File: src/rtl/fll_cfg_seq.sv
// fll_cfg_seq: writes a shadowed register table into one of N_CH FLLs over a four-phase
// req/ack port, waits for lock, and tracks synchronised lock and sticky loss-of-lock.
module fll_cfg_seq #(
  parameter int N_CH   = 2,
  parameter int CH_W   = 1,
  parameter int ADDR_W = 2,
  parameter int DATA_W = 32,
  parameter int N_REGS = 4,
  parameter int TO_W   = 8,
  parameter int LK_W   = 12
) (
  input  logic                     ref_clk,
  input  logic                     rst,
  input  logic                     cfg_start,
  input  logic [CH_W-1:0]          cfg_ch,
  input  logic [N_REGS*DATA_W-1:0] cfg_data,
  output logic                     busy,
  output logic                     done,
  output logic                     err,
  output logic [1:0]               err_code,
  output logic [N_CH-1:0]          fll_cfgreq,
  input  logic [N_CH-1:0]          fll_cfgack,
  output logic                     fll_cfgweb,
  output logic [ADDR_W-1:0]        fll_cfgad,
  output logic [DATA_W-1:0]        fll_cfgd,
  input  logic [N_CH-1:0]          fll_lock,
  output logic [N_CH-1:0]          lock_sts,
  output logic [N_CH-1:0]          lock_lost,
  input  logic [N_CH-1:0]          lock_clr
);
  localparam int TW = LK_W > TO_W ? LK_W : TO_W;
  localparam logic [TW-1:0] TO_MAX = TW'((64'd1 << TO_W) - 64'd1);
  localparam logic [TW-1:0] LK_MAX = TW'((64'd1 << LK_W) - 64'd1);
  typedef enum logic [1:0] {IDLE, REQ, ACKLO, LOCKW} state_t;
  state_t                  state;
  logic [N_CH-1:0]         ack_m, ack_s, lock_m, lock_s, lock_d;
  logic [CH_W-1:0]         ch;
  logic [ADDR_W-1:0]       idx, nidx;
  logic [N_REGS*DATA_W-1:0] shadow;
  logic [TW-1:0]           tmr;
  logic [1:0]              abort_code;
  logic                    last, bad_ch;
  assign lock_sts = lock_s;
  assign nidx     = idx + 1'b1;
  assign last     = idx == ADDR_W'(N_REGS - 1);
  assign bad_ch   = 32'(cfg_ch) >= N_CH;
  // The timer is reloaded with 1 on every state entry, so hitting the max means max cycles spent there
  assign abort_code = (state == REQ && !ack_s[ch] && tmr == TO_MAX) ? 2'd1 :
                      (state == ACKLO && ack_s[ch] && tmr == TO_MAX) ? 2'd1 :
                      (state == LOCKW && !lock_s[ch] && tmr == LK_MAX) ? 2'd2 : 2'd0;
  always_ff @(posedge ref_clk or posedge rst)
    if (rst) begin
      ack_m     <= '0;
      ack_s     <= '0;
      lock_m    <= '0;
      lock_s    <= '0;
      lock_d    <= '0;
      lock_lost <= '0;
    end else begin
      {ack_s, ack_m}   <= {ack_m, fll_cfgack};
      {lock_s, lock_m} <= {lock_m, fll_lock};
      lock_d           <= lock_s;
      lock_lost        <= (lock_lost & ~lock_clr) | (lock_d & ~lock_s);
    end
  always_ff @(posedge ref_clk or posedge rst)
    if (rst) begin
      state      <= IDLE;
      ch         <= '0;
      idx        <= '0;
      shadow     <= '0;
      tmr        <= '0;
      busy       <= 1'b0;
      done       <= 1'b0;
      err        <= 1'b0;
      err_code   <= '0;
      fll_cfgreq <= '0;
      fll_cfgweb <= 1'b1;
      fll_cfgad  <= '0;
      fll_cfgd   <= '0;
    end else begin
      done <= 1'b0;
      err  <= 1'b0;
      tmr  <= tmr + 1'b1;
      case (state)
        IDLE: if (cfg_start) begin
          if (bad_ch) begin
            err      <= 1'b1;
            err_code <= 2'd3;
          end else begin
            state      <= REQ;
            ch         <= cfg_ch;
            shadow     <= cfg_data;
            idx        <= '0;
            err_code   <= 2'd0;
            busy       <= 1'b1;
            tmr        <= TW'(1);
            fll_cfgreq <= N_CH'(1) << cfg_ch;
            fll_cfgweb <= 1'b0;
            fll_cfgad  <= '0;
            fll_cfgd   <= cfg_data[DATA_W-1:0];
          end
        end
        REQ: if (ack_s[ch]) begin
          state      <= ACKLO;
          tmr        <= TW'(1);
          fll_cfgreq <= '0;
          fll_cfgweb <= 1'b1;
        end
        ACKLO: if (!ack_s[ch]) begin
          tmr <= TW'(1);
          if (last) state <= LOCKW;
          else begin
            state      <= REQ;
            idx        <= nidx;
            fll_cfgreq <= N_CH'(1) << ch;
            fll_cfgweb <= 1'b0;
            fll_cfgad  <= nidx;
            fll_cfgd   <= shadow[int'(nidx)*DATA_W +: DATA_W];
          end
        end
        LOCKW: if (lock_s[ch]) begin
          state <= IDLE;
          done  <= 1'b1;
          busy  <= 1'b0;
        end
        default: state <= IDLE;
      endcase
      if (abort_code != 2'd0) begin
        state      <= IDLE;
        busy       <= 1'b0;
        err        <= 1'b1;
        err_code   <= abort_code;
        fll_cfgreq <= '0;
        fll_cfgweb <= 1'b1;
      end
    end
endmodule
File: config.mk
export PLATFORM = sky130hd
export DESIGN_NAME = fll_cfg_seq
export DESIGN_NICKNAME = d
export VERILOG_FILES = /design/src/rtl/fll_cfg_seq.sv
export SDC_FILE = /design/constraint.sdc
export NUM_CORES = 1
export LEC_CHECK = 0
export BUFFER_PORTS_ARGS = -buffer_cell sky130_fd_sc_hd__buf_2
export CAP_MARGIN = 10
export CORE_UTILIZATION = 40
export DETAILED_ROUTE_END_ITERATION = 7
export PLACE_DENSITY = 0.74
export SETUP_SLACK_MARGIN = 0.3
export SYNTH_ARGS = -nofsm -noshare
export SYNTH_HDL_FRONTEND = slang
export SYNTH_SLANG_ARGS = --single-unit
File: constraint.sdc
create_clock -name ref_clk -period 5.9 [get_ports ref_clk]
set_input_delay 0.59 -clock ref_clk [delete_from_list [all_inputs] [get_ports ref_clk]]
set_output_delay 0.59 -clock ref_clk [all_outputs]
set_load 0.03 [all_outputs]
Word level (Yosys, flattened, before mapping)
Cells that the tools add are included.
Widths: inputs -> output; s select.
- bits in registers: 197
- input bits: 138
- output and inout bits: 46
- logic and storage cells: 111
- add/subtract/negate cells: 2
- magnitude comparators: 1
- equality and inequality tests: 14
- shifts and indexed selects: 3
- muxes and demuxes: 47
- bitwise operators: 5
- reduce and logical (&&, ||, !) cells: 21
- operator list (kind ; number):
    $shiftx 128x8->32 ; 1
    $mux 32 ; 3
    $pmux 32 s2 ; 1
    $mux 2 ; 19
    $mux 12 ; 3
    $pmux 12 s3 ; 1
    $mux 1 ; 15
    $add 12x1->12 const B ; 1
    $eq 12x12->1 const B ; 1
    $eq 12x8->1 const B ; 1
    $pmux 2 s4 ; 1
    $reduce_and 4->1 ; 2
    $reduce_bool 2->1 ; 4
    $eq 2x2->1 const B ; 3
    $logic_and 1x1->1 ; 6
    $ne 2x2->1 const B ; 3
    $ne 3x1->1 const B ; 2
    $ne 3x2->1 const B ; 2
    $pmux 2 s3 ; 1
    $reduce_and 5->1 ; 1
    $and 2x2->2 ; 2
    $not 2->2 ; 2
    $pmux 2 s2 ; 1
    $reduce_and 2->1 ; 2
    other kinds (13) ; 15

Depth between registers and ports, before layout
Gate-level depths: netlist of run 1.
- depth after elaboration: 11
- gate-level depth with buffers: 8
- depth with buffers taken out: 6

Least setup slack after synthesis of run 1
Ideal clock, no wire load.
- path type: register -> register
- start: register idx[0]
- end: register fll_cfgd[10]
- library setup time: 125 ps
- arrival: 2318 ps
- required time: 5775 ps
- setup slack: 3457 ps
- cell stages (with the launch flop): 8
- buffers on the path: 3
- period minus slack after synthesis: 2443 ps
- cell sequence: dfrtp_1 > ha_1 > buf_2 > buf_2 > buf_2 > mux4_2 > mux2_2 > mux2_2
- longest elaborated chain between the ends: 5
- elaborated cells on any way between the ends: 8
- classes of those cells: add/sub (1); eq/ne (2); shift (1); mux (3); reduce/logical (1)
- RTL lines (what ; RTL line ; text):
    from (decl) ; 38 ; logic [ADDR_W-1:0] idx, nidx;
    from (signal assigned) ; 114 ; idx <= nidx;
    $add 2x1->2 ; 44 ; assign nidx = idx + 1'b1;
    $shiftx 128x8->32 ; 118 ; fll_cfgd <= shadow[int'(nidx)*DATA_W +: DATA_W];
    $mux 32 ; 111 ; if (last) state <= LOCKW;
    $mux 32 ; 109 ; ACKLO: if (!ack_s[ch]) begin
    $pmux 32 s2 ; 84 ; case (state)
    to (signal assigned) ; 100 ; fll_cfgd <= cfg_data[DATA_W-1:0];
    to (signal assigned) ; 118 ;
    to (decl) ; 25 ; output logic [DATA_W-1:0] fll_cfgd,
Parallel ways exist; a longest one is shown, timed or not. The select of a mux whose other input is x is not followed.
A chain may end at the register's enable or synchronous reset.

Worst setup path after layout of run 1
- start: register state[0]
- end: register shadow[124]
- longest elaborated chain between the ends: 2
- RTL lines (what ; RTL line ; text):
    from (decl) ; 35 ; state_t state;
    from (signal assigned) ; 67 ; state <= IDLE;
    from (signal assigned) ; 90 ; state <= REQ;
    from (signal assigned) ; 104 ; state <= ACKLO;
    $logic_not 2->1 ; 84 ;
    $reduce_and 2->1 (no line) ; - ;
    to (signal assigned) ; 92 ; shadow <= cfg_data;
    to (decl) ; 39 ; logic [N_REGS*DATA_W-1:0] shadow;
Every way passes these cells.

==> metrics.md, run 1 <==
| Metric | Value |
|---|---|
| Critical Path RT | `6.21 ns` |
| Critical-path cell list | `inv_1 -> ha_1 -> nand2_4 -> buf_4 -> mux2_2` |
| Setup Fix Bufs, Post-CTS | `0` |
| Port bufs | `183` |
| TritonRoute pass-1 iters | `4` |
| Worst-path fanout max | `72` |
| CTS Buf Count | `17` |
| Fmax | `0.329 GHz` |
| Worst Setup End Kind | `flop` |
| All-Layer GR Usage | `17.1%` |
| Die footprint | `0.0226 mm²` |
| Row count | `53` |
| Largest regs | `shadow x128, fll_cfgd x32, tmr x12` |
| Via Count | `5,302` |
| Layout cells sized above 1 | `60.2%` |
| Drt total wl | `18,100 µm` |
| Clock Tree Root | `clkbuf_16` |
| Maximum vdd drop | `0.000237 V` |
| Max-slew violation count | `0` |
| Die H | `150 µm` |
| Core area | `0.0213 mm²` |
| Max_slew headroom | `30.6%` |
| Largest net degree at the start of global routing | `198` |
| H-tree Lvls | `4` |
| Synthesized Nets | `718` |
| Number of gates resized after cts | `0` |
| PD cells | `573 mW/mm²` |
| Unrepaired setup endpoints after global routing | `false` |
| CTS tree | `yes` |
| Most frequent cells in the layout | `dfrtp_1 (195), mux2_2 (194), buf_2 (183)` |
| Final setup TNS | `0 ns` |
| GPL Wtd Cong | `0.775` |
| WL per Instance | `17.4 µm` |
| Later-pin clock latency in the skew report | `0.42 ns` |
| Antenna-violating nets left | `0` |
| Sequential area share after synthesis | `56.1%` |
| Fillers | `1,825` |
| Clock Sinks | `197` |
| Layout Nets | `895` |
| Max-cap viol count | `0` |
| Crit Path Class | `reg2reg` |
| Vias per cell | `5.11` |
| Multi-input gate area | `0.00367 mm²` |
| WHS | `0.270 ns` |
| Final hold vios | `0` |
| P_leak | `4.69 nW` |
| Initial DRC count | `228` |
| Synthesized area per cell | `15.4 µm²` |
| Critical path's slowest cell | `buf_4` |
| Clock tree buffer depth | `2` |
| Post-synthesis register bit count | `197` |
| Slew @ Worst Pin | `1.04 ns` |
| Commonest non-fill, non-tap cell in the layout | `dfrtp_1` |
| Final setup viols | `0` |
| CP max stage delay | `0.84 ns` |
| Initial antenna violation count | `1` |
| Register area | `0.00493 mm²` |
| Overflow after GRT | `0` |
| Critical Path AT | `3.35 ns` |
| Vias in the first global route | `5,493` |
| P&R area growth vs syn | `20.4%` |
| Syn Inst Count | `572` |
| Tcrit/Tclk final | `51.5%` |
| First-pass GRT wire length | `29,400 µm` |
| I/O pins | `184` |
| Status | `complete, no violations` |
| Clk pin slew, worst setup/hold paths | `0.07 ns` |
| Drt drc | `0` |
| Min Tclk post-route | `3.04 ns` |
| Worst Hold Class | `in2reg` |
| Cell variety after synth | `46` |
| Yosys warnings | `0` |
| Largest register FFs | `128` |
| Post-CTS Hold Buffers | `0` |
| Largest register by flop count | `shadow` |
| Dpl hpwl | `11,800 µm` |
| Clock skew | `0.0106 ns` |
| CP Launch Type | `flop` |
| Die X | `150 µm` |
| Initial core utilization | `41.3%` |
| Cell area after synthesis | `0.00879 mm²` |
[metal layers]
metal	track usage, %	up-vias	part of all wire (%)
met5	0	-	0
met4	5.96	0	1.4
met3	4.12	15	5.3
met2	27.1	145	48
met1	23.0	2692	46
li1	-	2450	-
[final timing paths]
check | from | slack [ns] | cells past startpoint | to
max in group asynchronous | rst | 4.67 | 3 | idx[0]$_DFFE_PP0P_
min reg2reg | ack_m[1]$_DFF_PP0_ | 0.35 | 0 | ack_s[1]$_DFF_PP0_
max | state[0]$_DFFE_PP0P_ | 2.86 | 5 | shadow[124]$_DFFE_PP0P_
min | fll_cfgack[1] | 0.27 | 1 | ack_m[1]$_DFF_PP0_
min in group asynchronous | rst | 0.46 | 3 | shadow[68]$_DFFE_PP0P_
max reg2reg | state[0]$_DFFE_PP0P_ | 2.86 | 5 | shadow[124]$_DFFE_PP0P_
[cell usage after synthesis, drive strengths merged]
master / count / share of area, %
mux4: 32 / 8.2
a21boi: 2 / 0.17
o21ai: 3 / 0.17
mux2i: 6 / 0.73
mux2: 195 / 25
a31oi: 1 / 0.071
and2: 2 / 0.14
nor3: 6 / 0.40
o2bb2ai: 1 / 0.10
buf: 24 / 1.5
nand2: 10 / 0.43
nor4b: 1 / 0.10
nand2b: 3 / 0.24
o22ai: 2 / 0.14
a2bb2oi: 2 / 0.20
a211oi: 1 / 0.23
a21oi: 4 / 0.23
a31o: 1 / 0.10
nor2: 16 / 0.68
a41o: 1 / 0.11
nand3: 4 / 0.23
a221oi: 1 / 0.10
a22oi: 2 / 0.17
and3: 2 / 0.14
a22o: 1 / 0.10
a21o: 1 / 0.085
clkbuf: 8 / 0.34
a32o: 1 / 0.11
or4: 1 / 0.085
ha: 8 / 1.1
xor2: 2 / 0.20
inv: 9 / 0.38
xnor2: 8 / 0.80
nand4: 4 / 0.28
nor4: 5 / 0.36
dfrtp: 196 / 56
nor2b: 4 / 0.28
dfstp: 1 / 0.30
nand3b: 1 / 0.085
[logic make-up after synthesis]
kind of cell / share of synthesized area [%]
multiplexers: 34.0
flip-flops: 56.1
AND/OR/NAND/NOR: 3.46
buffers and inverters: 2.26
AO/OA/AOI/OAI: 2.09
XOR/XNOR: 0.997
adder cells (fa/ha/maj): 1.14
[through the flow]
step | cells | setup WS (ns) | total power [mW] | area, µm² | utilization, %
finish | 1038 | 2.86 | 6.06 | 10600 | 49.7
global route | 1037 | 2.68 | 6.47 | 10600 | 49.7
CTS | 1036 | 2.74 | 6.15 | 10600 | 49.7
detailed placement | 1004 | 2.76 | 4.91 | 9960 | 46.8
global placement | 1004 | 2.84 | 4.84 | 9960 | 46.8
floorplan | 572 | 2.76 | 4.31 | 8790 | -
[cell type report]
type / count / share of cell area, %
diodes: 1 / 0.0236
repair buffers: 190 / 9.27
clock buffers: 19 / 4.19
inverters: 9 / 0.355
well taps: 275 / 3.25
clock inverters: 13 / 1.61
multi-input cells: 334 / 34.7
flip-flops and latches: 197 / 46.6
[where the power goes]
group / switching [mW] / leakage (nW) / total, mW / internal (mW)
sequential: 0.315 / 2.36 / 2.29 / 1.97
clock: 0.522 / 0.296 / 1.21 / 0.686
combinational: 1.19 / 2.04 / 2.57 / 1.38
[critical path, delay by kind of cell (launching register included)]
family / cells / cell delay [ns]
adder cells (fa/ha/maj): 1 / 0.32
multiplexers: 1 / 0.42
AND/OR/NAND/NOR: 1 / 0.69
flip-flops: 1 / 0.43
buffers and inverters: 2 / 0.96
Power figures use the tool's default switching activity.
==> run 2: changes to the inputs <==
==> constraint.sdc (replaced) <==
create_clock -name ref_clk -period 2.53 [get_ports ref_clk]
set_input_delay 0.253 -clock ref_clk [delete_from_list [all_inputs] [get_ports ref_clk]]
set_output_delay 0.253 -clock ref_clk [all_outputs]
set_load 0.03 [all_outputs]
==> metrics.md, run 2 (synthesis results as in run 1) <==
| Metric | Value |
|---|---|
| Status | `complete, no violations (unchanged)` |
| First-pass GRT wire length | `30,100 µm (was 29,400 µm)` |
| Largest register FFs | `128 (unchanged)` |
| Max-cap viol count | `0 (unchanged)` |
| Die H | `150 µm (unchanged)` |
| Critical-path cell list | `ha_4 -> clkbuf_16 -> mux4_2 -> mux2_2 -> mux2_2 (was inv_1 -> ha_1 -> nand2_4 -> buf_4 -> mux2_2)` |
| Largest register by flop count | `shadow (unchanged)` |
| Worst Hold Class | `in2reg (unchanged)` |
| Slew @ Worst Pin | `0.620 ns (was 1.04 ns)` |
| Ant. Diodes | `0 (was 1)` |
| Vias in the first global route | `5,750 (was 5,493)` |
| Crit path buf inv count | `1 (was 2)` |
| Layout Nets | `911 (was 895)` |
| CP Launch Type | `flop (unchanged)` |
| Maximum vdd drop | `0.000580 V (was 0.000237 V)` |
| Via Count | `5,389 (was 5,302)` |
| Initial DRC count | `219 (was 228)` |
| PD cells | `1340 mW/mm² (was 573 mW/mm²)` |
| Clock Tree Root | `clkbuf_16 (unchanged)` |
| Final hold vios | `0 (unchanged)` |
| Clock Sinks | `197 (unchanged)` |
| H-tree Lvls | `4 (unchanged)` |
| Max_slew headroom | `58.6% (was 30.6%)` |
| Fillers | `1,824 (was 1,825)` |
| Dpl hpwl | `12,600 µm (was 11,800 µm)` |
| TritonRoute pass-1 iters | `4 (unchanged)` |
| Max-slew violation count | `0 (unchanged)` |
| Vias per cell | `5.12 (was 5.11)` |
| WL per Instance | `17.9 µm (was 17.4 µm)` |
| Antenna-violating nets left | `0 (unchanged)` |
| Worst Setup End Kind | `flop (unchanged)` |
| Final setup viols | `0 (unchanged)` |
| Placed cell areas | `0.0101 mm² (was 0.00996 mm²)` |
| Row count | `53 (unchanged)` |
| Die footprint | `0.0226 mm² (unchanged)` |
| Die X | `150 µm (unchanged)` |
| Worst Hold Launch | `cfg_data[71] (was fll_cfgack[1])` |
| CP most frequent cell | `mux2_2` |
| Post-Layout Inst Area | `0.0109 mm² (was 0.0106 mm²)` |
| Critical path's slowest cell | `mux4_2 (was buf_4)` |
| P&R area growth vs syn | `23.6% (was 20.4%)` |
| Critical Path RT | `2.84 ns (was 6.21 ns)` |
| Drt drc | `0 (unchanged)` |
| Most frequent cells in the layout | `dfrtp_1 (195), mux2_2 (194), buf_2 (183) (unchanged)` |
| Fmax | `0.471 GHz (was 0.329 GHz)` |
| Port bufs | `183 (unchanged)` |
| Largest regs | `shadow x128, fll_cfgd x32, tmr x12 (unchanged)` |
| Tcrit/Tclk final | `83.9% (was 51.5%)` |
| Clock tree buffer depth | `2 (unchanged)` |
| Initial antenna violation count | `1 (unchanged)` |
| Crit Path Class | `reg2reg (unchanged)` |
| P_leak | `4.82 nW (was 4.69 nW)` |
| All-Layer GR Usage | `17.4% (was 17.1%)` |
| CTS Buf Count | `17 (unchanged)` |
| Min Tclk post-route | `2.12 ns (was 3.04 ns)` |
| GPL Wtd Cong | `0.822 (was 0.775)` |
| Clk pin slew, worst setup/hold paths | `0.07 ns (about the same)` |
| Drt total wl | `18,800 µm (was 18,100 µm)` |
| Unrepaired setup endpoints after global routing | `false (unchanged)` |
| Critical Path AT | `2.44 ns (was 3.35 ns)` |
| Commonest non-fill, non-tap cell in the layout | `dfrtp_1 (unchanged)` |
| Layout cells sized above 1 | `60.2% (about the same)` |
| Reg-to-reg startpoint | `idx[0]$_DFFE_PP0P_ (was state[0]$_DFFE_PP0P_)` |
| Largest net degree at the start of global routing | `81 (was 198)` |
| Core area | `0.0213 mm² (unchanged)` |
| I/O pins | `184 (unchanged)` |
| Worst slack, placed | `0.287 ns (was 2.76 ns)` |
| CP max stage delay | `0.51 ns (was 0.84 ns)` |
| CP startpoint | `idx[0]$_DFFE_PP0P_ (was state[0]$_DFFE_PP0P_)` |
| Initial core utilization | `41.3% (unchanged)` |
| CTS tree | `yes (unchanged)` |
| Power Total | `14.6 mW (was 6.06 mW)` |
| Clock skew | `0.0142 ns (was 0.0106 ns)` |
| Later-pin clock latency in the skew report | `0.43 ns (was 0.42 ns)` |
| Top Family by Delay on Critical Path | `multiplexers (was buffers and inverters)` |
| Worst setup margin | `0.406 ns (was 2.86 ns)` |
| Final setup TNS | `0 ns (unchanged)` |
| Overflow after GRT | `0 (unchanged)` |
| Worst-path fanout max | `10 (was 72)` |
[run 2: worst paths after layout]
kind | endpoint | slack (ns) | cells past startpoint
setup / recovery | fll_cfgd[24]$_DFFE_PP0P_ | 0.41 | 5
hold / removal | shadow[71]$_DFFE_PP0P_ | 0.05 | 2
setup reg to reg | fll_cfgd[24]$_DFFE_PP0P_ | 0.41 | 5
hold reg to reg | lock_sts[1]$_DFF_PP0_ | 0.35 | 0
max in group asynchronous | fll_cfgweb$_DFFE_PP1P_ | 1.29 | 4
min in group asynchronous | shadow[68]$_DFFE_PP0P_ | 0.45 | 3
[run 2: worst reg2reg max path, delay by kind of cell, from the launching register on]
kind                     cells  cell delay [ns]
buffers and inverters        1             0.21
multiplexers                 3             1.04
flip-flops                   1             0.44
adder cells (fa/ha/maj)      1             0.33
[run 2: routing by layer]
metal / routed length [µm] / GRT usage [%] / vias to the layer above
met3: 1020 / 5.27 / 17
li1: - / - / 2485
met1: 8500 / 22.9 / 2749
met2: 9060 / 27.8 / 138
met5: 0 / 0 / -
met4: 195 / 4.75 / 0
[run 2: power by group]
part,total [mW],internal [mW],switching [mW]
clock,2.88,1.71,1.17
combinational,6.31,3.45,2.86
sequential,5.36,4.60,0.759
total,14.6,9.77,4.79
[run 2: stage by stage]
step / hold WS [ns] / std cells / utilization, %
6_report: 0.0504 / 1052 / 51.0
5_1_grt: 0.0246 / 1052 / 51.0
4_1_cts: 0.0212 / 1051 / 50.8
3_5_place_dp: 0.338 / 1013 / 47.5
3_3_place_gp: 0.334 / 1013 / 47.5
2_1_floorplan: 0.284 / 572 / -
[run 2: area by class of cell]
class / count / area (µm²) / share of cell area [%]
flip-flops and latches: 197 / 4930 / 45.4
multi-input cells: 334 / 3690 / 34.0
repair buffers: 206 / 1220 / 11.3
clock buffers: 20 / 457 / 4.21
well taps: 275 / 344 / 3.17
clock inverters: 11 / 173 / 1.59
inverters: 9 / 37.5 / 0.346
[run 2: timing repair]
action,CTS,global route
gates resized for setup,2,4
hold buffers,7,0
cloned,0,1
hold endpoints to repair,26,0
setup endpoints to repair,7,29
setup buffers,0,0
==> run 3: changes to the inputs <==
==> constraint.sdc (replaced) <==
create_clock -name ref_clk -period 1.8 [get_ports ref_clk]
set_input_delay 0.18 -clock ref_clk [delete_from_list [all_inputs] [get_ports ref_clk]]
set_output_delay 0.18 -clock ref_clk [all_outputs]
set_load 0.03 [all_outputs]
==> metrics.md, run 3 (synthesis results as in run 1) <==
| Metric | Value |
|---|---|
| Status | `finished with violations (was complete, no violations)` |
| Failing checks | `negative setup slack` |
| Initial antenna violation count | `1 (unchanged)` |
| Critical path's slowest cell | `mux4_2 (unchanged)` |
| Largest register FFs | `128 (unchanged)` |
| H-tree Lvls | `4 (unchanged)` |
| CP max stage delay | `0.51 ns (about the same)` |
| Grt met2 use | `41.7% (was 27.8%)` |
| Largest regs | `shadow x128, fll_cfgd x32, tmr x12 (unchanged)` |
| Worst setup margin | `-0.312 ns (was 0.406 ns)` |
| All-Layer GR Usage | `24.0% (was 17.4%)` |
| Initial DRC count | `262 (was 219)` |
| Via Count | `6,506 (was 5,389)` |
| Die H | `150 µm (unchanged)` |
| Vias in the first global route | `7,243 (was 5,750)` |
| GR Util met1 | `29.6% (was 22.9%)` |
| Layout Nets | `1,117 (was 911)` |
| Critical Path RT | `2.13 ns (was 2.84 ns)` |
| Max_slew headroom | `60.9% (was 58.6%)` |
| Clock skew | `0.0186 ns (was 0.0142 ns)` |
| Final setup viols | `63 (was 0)` |
| R2R Setup Slk | `-0.31 ns (was 0.41 ns)` |
| Tcrit/Tclk final | `117% (was 83.9%)` |
| Critical-path cell list | `ha_4 -> buf_12 -> mux4_2 -> mux2_4 -> mux2_2 (was ha_4 -> clkbuf_16 -> mux4_2 -> mux2_2 -> mux2_2)` |
| Clock Tree Root | `clkbuf_16 (unchanged)` |
| FF-to-FF path depth | `5 (unchanged)` |
| CTS tree | `yes (unchanged)` |
| WHS | `0.0214 ns (was 0.0504 ns)` |
| PD cells | `1810 mW/mm² (was 1340 mW/mm²)` |
| Slew @ Worst Pin | `0.586 ns (was 0.620 ns)` |
| Antenna-violating nets left | `0 (unchanged)` |
| Max-cap viol count | `0 (unchanged)` |
| Layout cells sized above 1 | `59.6% (was 60.2%)` |
| Unrepaired setup endpoints after global routing | `true (was false)` |
| Overflow after GRT | `0 (unchanged)` |
| Gr busiest metal | `met2 (unchanged)` |
| Die X | `150 µm (unchanged)` |
| I/O pins | `184 (unchanged)` |
| Top Family by Delay on Critical Path | `multiplexers (unchanged)` |
| Worst-path fanout max | `9 (was 10)` |
| Largest net degree at the start of global routing | `101 (was 81)` |
| Dpl hpwl | `13,300 µm (was 12,600 µm)` |
| First-pass GRT wire length | `40,200 µm (was 30,100 µm)` |
| Clock Sinks | `197 (unchanged)` |
| Hold depth | `2 (unchanged)` |
| P&R area growth vs syn | `62.6% (was 23.6%)` |
| Commonest non-fill, non-tap cell in the layout | `dfrtp_1 (unchanged)` |
| Crit Path Class | `reg2reg (unchanged)` |
| Min Tclk post-route | `2.11 ns (was 2.12 ns)` |
| CTS Buf Count | `17 (unchanged)` |
| Power Total | `25.9 mW (was 14.6 mW)` |
| Port bufs | `183 (unchanged)` |
| Final hold vios | `0 (unchanged)` |
| GPL Wtd Cong | `0.775 (was 0.822)` |
| Later-pin clock latency in the skew report | `0.44 ns (was 0.43 ns)` |
| Clock tree buffer depth | `2 (unchanged)` |
| Critical Path AT | `2.45 ns (was 2.44 ns)` |
| FF-to-FF End | `fll_cfgd[17]$_DFFE_PP0P_ (was fll_cfgd[24]$_DFFE_PP0P_)` |
| Largest register by flop count | `shadow (unchanged)` |
| Crit path buf inv count | `1 (unchanged)` |
| WL per Instance | `21.0 µm (was 17.9 µm)` |
| Row count | `53 (unchanged)` |
| TritonRoute pass-1 iters | `4 (unchanged)` |
| Vias per cell | `5.16 (was 5.12)` |
| Drt drc | `0 (unchanged)` |
| Initial core utilization | `41.3% (unchanged)` |
| Worst Hold Launch | `cfg_data[29] (was cfg_data[71])` |
| Die footprint | `0.0226 mm² (unchanged)` |
| Fmax | `0.474 GHz (was 0.471 GHz)` |
| Worst Hold Class | `in2reg (unchanged)` |
| CP Launch Type | `flop (unchanged)` |
| Clk pin slew, worst setup/hold paths | `0.08 ns (was 0.07 ns)` |
| Drt total wl | `26,500 µm (was 18,800 µm)` |
| Grt met3 use | `5.82% (was 5.27%)` |
| Hold Path Sink | `shadow[29]$_DFFE_PP0P_ (was shadow[71]$_DFFE_PP0P_)` |
| Reg-to-reg startpoint | `idx[0]$_DFFE_PP0P_ (unchanged)` |
| Core area | `0.0213 mm² (unchanged)` |
| Max-slew violation count | `0 (unchanged)` |
| P_leak | `6.81 nW (was 4.82 nW)` |
| Maximum vdd drop | `0.000886 V (was 0.000580 V)` |
| Most frequent cells in the layout | `dfrtp_1 (195), buf_2 (182), mux2_4 (158) (was dfrtp_1 (195), mux2_2 (194), buf_2 (183))` |
| Worst Setup End Kind | `flop (unchanged)` |
run 3: cell count changes in the layout (fill, tap and decap cells not counted), moves of 19 or more:
cell / previous run / this run
mux2_2: 194 / 37
mux2_4: 1 / 158
dlygate4sd3_1: 7 / 132
buf_16: 0 / 22
buf_6: 1 / 21
buf_4: 6 / 25
run 3: worst max path at each step:
stage	from	to	slack [ns]	cells past startpoint
finish	idx[0]$_DFFE_PP0P_	fll_cfgd[17]$_DFFE_PP0P_	-0.31	5
global route	idx[0]$_DFFE_PP0P_	fll_cfgd[18]$_DFFE_PP0P_	-0.37	5
CTS	idx[0]$_DFFE_PP0P_	fll_cfgd[25]$_DFFE_PP0P_	-0.31	5
detailed placement	idx[0]$_DFFE_PP0P_	fll_cfgd[21]$_DFFE_PP0P_	-0.40	5
global placement	idx[0]$_DFFE_PP0P_	fll_cfgd[18]$_DFFE_PP0P_	-0.34	5
floorplan	rst	ack_m[0]$_DFF_PP0_	-0.93	1
run 3: through the flow:
stage                     cells  cell area [µm²]  TNS (ns)  worst slack [ns]  util (%)
after floorplan             572             9280   -196.52            -0.926         -
after global placement     1039            10700     -8.81            -0.343      50.3
after detailed placement   1039            10700    -10.08            -0.403      50.3
after CTS                  1250            14000     -8.96            -0.310      65.9
after global routing       1260            14300    -14.05            -0.367      67.1
final                      1260            14300     -9.93            -0.312      67.1
run 3: power by group:
| group | internal, mW | switching, mW | total (mW) |
|---|---|---|---|
| Combinational | 8.60 | 5.56 | 14.2 |
| Clock | 2.03 | 1.96 | 3.99 |
| Sequential | 6.47 | 1.28 | 7.75 |
run 3: worst reg2reg max path: cells and delay by family (launching register included):
kind       cells  cell delay (ns)
mux            3             1.06
flops          1             0.42
fa+ha+maj      1             0.37
buf+inv        1             0.17
run 3: repair_timing:
action / in CTS / in global routing
buffers inserted: 27 / 8
hold buffers: 131 / 1
endpoints found under the hold margin: 326 / 1
resized for setup: 151 / 46
pin swaps: 6 / 7
cloned: 21 / 0
setup endpoints to repair: 185 / 185
run 3: final cells by class:
cell class	instances	area [µm²]
Fill cell	1378	7000
Sequential cell	197	4930
Multi-Input combinational cell	334	4510
Timing Repair Buffer	412	3830
Clock buffer	17	425
Tap cell	275	344
Clock inverter	15	206
Inverter	9	37.5
Antenna cell	1	2.50
run 3: layer usage:
layer / share of wire, % / wire length [µm] / up-vias
li1: - / - / 2908
met1: 41 / 11000 / 3341
met2: 52 / 13800 / 223
met3: 5.1 / 1360 / 34
met4: 1.4 / 378 / 0
met5: 0 / 0 / -
